[config.mk]
export PLATFORM = sky130hd
export DESIGN_NAME = regfile_write_arbiter
export DESIGN_NICKNAME = d
export VERILOG_FILES = /design/src/rtl/regfile_write_arbiter.sv
export SDC_FILE = /design/constraint.sdc
export NUM_CORES = 1
export LEC_CHECK = 0
export ABC_AREA = 0
export BUFFER_PORTS_ARGS = -buffer_cell sky130_fd_sc_hd__buf_2
export CAP_MARGIN = 20
export CELL_PAD_IN_SITES_DETAIL_PLACEMENT = 0
export CELL_PAD_IN_SITES_GLOBAL_PLACEMENT = 1
export CORE_AREA = 2 2 116 118
export CTS_BUF_LIST = sky130_fd_sc_hd__clkbuf_8 sky130_fd_sc_hd__clkbuf_16
export CTS_CLUSTER_SIZE = 25
export DETAILED_ROUTE_END_ITERATION = 12
export DIE_AREA = 0 0 118 120
export PLACE_DENSITY = 0.63
export SETUP_SLACK_MARGIN = 0.4
export SYNTH_ARGS = -nofsm -noshare
export SYNTH_HDL_FRONTEND = slang
export SYNTH_SLANG_ARGS = --single-unit
[constraint.sdc]
create_clock -name clk -period 5.65 [get_ports clk]
set_input_delay 1.695 -clock clk [delete_from_list [all_inputs] [get_ports clk]]
set_output_delay 1.695 -clock clk [all_outputs]
set_load 0.02 [all_outputs]
[src/rtl/regfile_write_arbiter.sv]
// Register-bank write-port arbiter: clears every register after reset, then grants ALU and
// load-unit writebacks one per cycle with alternating priority on contention.
module regfile_write_arbiter #(
    parameter int N = 32,
    parameter int W = 32
) (
    input  logic                 clk,
    input  logic                 rst,
    input  logic                 alu_valid,
    input  logic [$clog2(N)-1:0] alu_rd,
    input  logic [W-1:0]         alu_data,
    output logic                 alu_ready,
    input  logic                 mem_valid,
    input  logic [$clog2(N)-1:0] mem_rd,
    input  logic [W-1:0]         mem_data,
    output logic                 mem_ready,
    output logic                 rf_we,
    output logic [$clog2(N)-1:0] rf_addr_rd,
    output logic [W-1:0]         rf_data_in,
    output logic                 init_done,
    output logic [15:0]          conflict_cnt
);
    localparam int AW = $clog2(N);
    localparam logic [AW-1:0] LAST_ADDR = AW'(N - 1);

    typedef enum logic {ST_CLEAR, ST_RUN} state_t;

    state_t          r_state, w_state_nxt;
    logic [AW-1:0]   r_cnt, w_cnt_nxt;
    logic            r_sweep_done, w_sweep_done_nxt;
    logic            r_last_mem, w_last_mem_nxt;
    logic [15:0]     r_conflict, w_conflict_nxt;
    logic            r_we, w_we_nxt;
    logic [AW-1:0]   r_addr, w_addr_nxt;
    logic [W-1:0]    r_data, w_data_nxt;

    always_ff @(posedge clk) begin
        if (rst) begin
            r_state      <= ST_CLEAR;
            r_cnt        <= '0;
            r_sweep_done <= 1'b0;
            r_last_mem   <= 1'b1;
            r_conflict   <= '0;
            r_we         <= 1'b0;
            r_addr       <= '0;
            r_data       <= '0;
        end else begin
            r_state      <= w_state_nxt;
            r_cnt        <= w_cnt_nxt;
            r_sweep_done <= w_sweep_done_nxt;
            r_last_mem   <= w_last_mem_nxt;
            r_conflict   <= w_conflict_nxt;
            r_we         <= w_we_nxt;
            r_addr       <= w_addr_nxt;
            r_data       <= w_data_nxt;
        end
    end

    always_comb begin
        w_state_nxt      = r_state;
        w_cnt_nxt        = r_cnt;
        w_sweep_done_nxt = r_sweep_done;
        w_last_mem_nxt   = r_last_mem;
        w_conflict_nxt   = r_conflict;
        w_we_nxt         = 1'b0;
        w_addr_nxt       = r_addr;
        w_data_nxt       = r_data;
        alu_ready        = 1'b0;
        mem_ready        = 1'b0;
        init_done        = 1'b0;

        case (r_state)
            ST_CLEAR: begin
                // The last sweep write is still on the outputs when the done flag is seen,
                // so RUN begins only after that write has reached the bank.
                if (!r_sweep_done) begin
                    w_we_nxt   = 1'b1;
                    w_addr_nxt = r_cnt;
                    w_data_nxt = '0;
                    if (r_cnt == LAST_ADDR) begin
                        w_sweep_done_nxt = 1'b1;
                    end else begin
                        w_cnt_nxt = r_cnt + 1'b1;
                    end
                end else begin
                    w_state_nxt = ST_RUN;
                end
            end
            ST_RUN: begin
                init_done = 1'b1;
                alu_ready = alu_valid && (!mem_valid || r_last_mem);
                mem_ready = mem_valid && (!alu_valid || !r_last_mem);
                if (alu_ready) begin
                    w_last_mem_nxt = 1'b0;
                    w_we_nxt       = (alu_rd != '0);
                    w_addr_nxt     = alu_rd;
                    w_data_nxt     = alu_data;
                end else if (mem_ready) begin
                    w_last_mem_nxt = 1'b1;
                    w_we_nxt       = (mem_rd != '0);
                    w_addr_nxt     = mem_rd;
                    w_data_nxt     = mem_data;
                end
                if (alu_valid && mem_valid && (r_conflict != 16'hFFFF)) begin
                    w_conflict_nxt = r_conflict + 16'd1;
                end
            end
            default: w_state_nxt = ST_CLEAR;
        endcase
    end

    assign rf_we        = r_we;
    assign rf_addr_rd   = r_addr;
    assign rf_data_in   = r_data;
    assign conflict_cnt = r_conflict;
endmodule

==> summary.md <==
| Metric | Value |
|---|---|
| CP required | `3.95 ns` |
| Fillers | `1431` |
| Worst setup endpoint | `alu_ready` |
| Arr. time, crit path | `2.54 ns` |
| IO Pins | `135` |
| # setup viols final | `0` |
| Slew HR | `0.487` |
| Ranking of synthesized cells by area | `dfxtp_1, and3_1, a21boi_0, a21oi_1, o21ai_0` |
| Worst IR drop on VDD | `88.9 uV` |
| Cts repair resizes | `0` |
| Vias in the first global route | `3170` |
| Final hold vios | `0` |
| Via/cell ratio | `4.67` |
| Min-Delay Path Depth | `2` |
| Critical path peak fanout | `35` |
| Status | `finished, final reports clean` |
| Site Rows | `42` |
| Area after DPL | `3960 um2` |
| Synth Warn # | `0` |
| DIE AREA | `14200 um2` |
| H-tree depth | `3` |
| Post-synthesis cell type count | `34` |
| Worst hold path class | `reg -> reg` |
| Synth area leader | `dfxtp_1` |
| Final instance area | `about 4300 um2` |
| CP most frequent cell | `buf_2` |
| CP Cell Sequence | `buf_2 -> and3_1 -> buf_2` |
| Core Area | `13000 um2` |
| Tightest Pin Transition | `0.764 ns` |
| Syn_nets | `478` |
| Post-CTS Setup Inserts | `0` |
| Hold-fix buffers, CTS | `0` |
| TritonCTS clock tree | `done` |
| Synth Register Bits | `62` |
| Nets@finish | `596` |
| Port-buffer cells | `134` |
| Synth top area share | `0.394` |
| Num CTS Buffers | `9` |
| Overall die width | `118 um` |
| CP top delay family | `buffers and inverters` |
| Grt ovf | `0` |
| First DRT Iteration DRCs | `between 100 and 150` |
| Gp weighted congestion | `slightly above 0.8` |
| Synthesized instance count | `397` |
| Period utilisation layout | `0.750` |
| Clk slew on worst S/H paths | `about 0.050 ns` |
| Cell internal pwr | `roughly 930 uW` |
| Pins Over Slew Limit | `0` |
| Largest stage delay, worst path | `approximately 0.40 ns` |
| WP depth | `3` |
| DR DRC count | `0` |
| CTS sink cnt | `62` |
| Area of the multi-input gates | `1780 um2` |
| Clock network fraction of total power | `0.559` |
| Initial antenna violation count | `0` |
| R2r endpoint | `conflict_cnt[11]` |
| Switching power total | `roughly 240 uW` |
| Sum of negative setup slack | `0 ns` |
| Flop-to-flop setup slack | `roughly 3.6 ns` |
| Clk_lat worst skew | `0.34 ns` |
| # Max-Cap Violations | `0` |
| Minimum clock period | `about 4.2 ns` |
| Met3 wire length | `818 um` |
| RSZ-0062 raised after global routing | `false` |
| Root buffer cell | `clkbuf_16` |
| RR Startpoint | `r_state` |
| Sequential power share | `0.381` |
| Switching Share | `0.203` |
| Register area | `1240 um2` |
| Crit start category | `input port` |
| Syn_area_per_cell | `7.93 um2` |
| CTS max path bufs | `2` |
| WL met2 | `4350 um` |
| Area growth syn-to-layout | `37.5%` |
| Pre-antenna DRT Iters | `4` |
| Critical path type | `in -> out` |
| Fmax | `roughly 240 MHz` |
| R2r worst-path depth | `4` |
| WL per Instance | `between 10 and 15 um` |
| Crit-path slowest cell | `buf_2` |
| Worst Path Buf+Inv | `2` |
| Mapped cell area | `3150 um2` |
| Total wire length | `9830 um` |
| N_diodes | `0` |
| First-pass GRT wire length | `15800 um` |
| Clock Skew | `0.0100 ns` |
| Layout cells sized above 1 | `0.317` |
| Routed Antenna Nets | `0` |
| Via count | `between 3000 and 4000` |
| Combinational share of power | `0.061` |
| Register area share after synthesis | `0.394` |
| Largest net degree at the start of global routing | `71` |
| Static Leakage | `1.92 nW` |
| Crit path launch | `alu_valid` |
| Die height | `120 um` |
| DP Wirelength | `6750 um` |
| WL met1 | `approximately 4500 um` |
| Power Density | `269 nW/um2` |
| Initial Util | `0.243` |
| Gr usage total | `0.140` |
| DR top layer | `met4` |
| Setup crit end kind | `output pin` |
[through the flow]
step	instances	power [mW]	hold WS, ns	setup slack [ns]	utilization
5_1_grt	696	1.21	0.463	1.34	0.334
3_3_place_gp	679	0.524	0.437	1.43	0.305
4_1_cts	695	1.19	0.448	1.42	0.332
6_report	696	1.17	0.447	1.41	0.334
3_5_place_dp	679	0.525	0.441	1.42	0.305
2_1_floorplan	397	0.489	0.454	1.48	-
[cell type report]
cell class,count,area share
Multi-Input combinational cell,298,0.411
Inverter,5,0.00434
Sequential cell,62,0.287
Timing Repair Buffer,139,0.166
Tap cell,176,0.0509
Clock buffer,11,0.0584
Clock inverter,5,0.0225
[worst min path at each step]
stage                        start        endpoint  slack, ns
floorplan               r_last_mem      r_last_mem       0.45
detailed placement  rf_data_in[21]  rf_data_in[21]       0.44
global placement    rf_data_in[22]  rf_data_in[22]       0.44
CTS                 rf_data_in[29]  rf_data_in[29]       0.45
finish              rf_data_in[29]  rf_data_in[29]       0.45
global route        rf_data_in[21]  rf_data_in[21]       0.46
[per-layer routing]
layer  vias up  track usage
li1       1671            -
met1      1459        0.175
met2       110        0.215
met3        12       0.0485
met4         0       0.0678
met5         -            0
[layout by cell type (no fill, tap or decap), types with 6 or more instances in the layout]
cell         n
o41ai_1      6
o31ai_1      7
a21oi_1     44
or4_1        8
nand3_1      6
dfxtp_1     62
buf_2      134
nand2_1     41
nor2_1      23
o21ai_0     37
clkbuf_16    9
a21boi_0    32
and3_1      40
inv_1        7
[worst register-to-register path, delay by kind of cell (launching register included)]
family | cells | cell delay (ns)
simple gates | 3 | 1.19
flops | 1 | 0.68
compound gates | 1 | 0.15
[registers in the layout (all words and copies together) (netlist names)]
| register | flops |
|---|---|
| rf_data_in | 32 |
| conflict_cnt | 16 |
| r_cnt | 5 |
| rf_addr_rd | 5 |
| r_last_mem | 1 |
| r_state | 1 |
| r_sweep_done | 1 |
| rf_we | 1 |
[power by group through the flow]
stage	logic (mW)	clock network, mW	registers [mW]
after floorplan	0.0340	0	0.455
after global placement	0.0707	0	0.453
after detailed placement	0.0715	0	0.453
after CTS	0.0716	0.672	0.444
after global routing	0.0792	0.688	0.444
final	0.0706	0.651	0.444
[cell usage after synthesis, drive strengths merged]
cell,n
o21a,1
or3,4
nand2,41
nor2,24
xor2,2
and3,40
o31ai,7
nand3,6
clkbuf,31
or4,9
inv,5
nor4b,1
nand3b,5
nor3,3
a211oi,5
nor2b,4
nor4,4
mux2i,3
a31oi,1
nand4,5
or2,2
a21oi,44
dfxtp,62
buf,1
o21ai,37
xnor2,1
o41ai,6
nand2b,3
ha,3
a21boi,32
mux2,5
[cell families after synthesis]
| kind of cell | after synthesis | synth area share |
|---|---|---|
| and+or+nand+nor | 151 | 0.259 |
| AOI/OAI and AO/OA | 133 | 0.255 |
| DFF | 62 | 0.394 |
| buffers and inverters | 37 | 0.0441 |
| muxes | 8 | 0.0274 |
| xor gates and xnor gates | 3 | 0.00835 |
| adders and majority gates | 3 | 0.0119 |
Note: power is estimated with default switching activity, not from simulation.
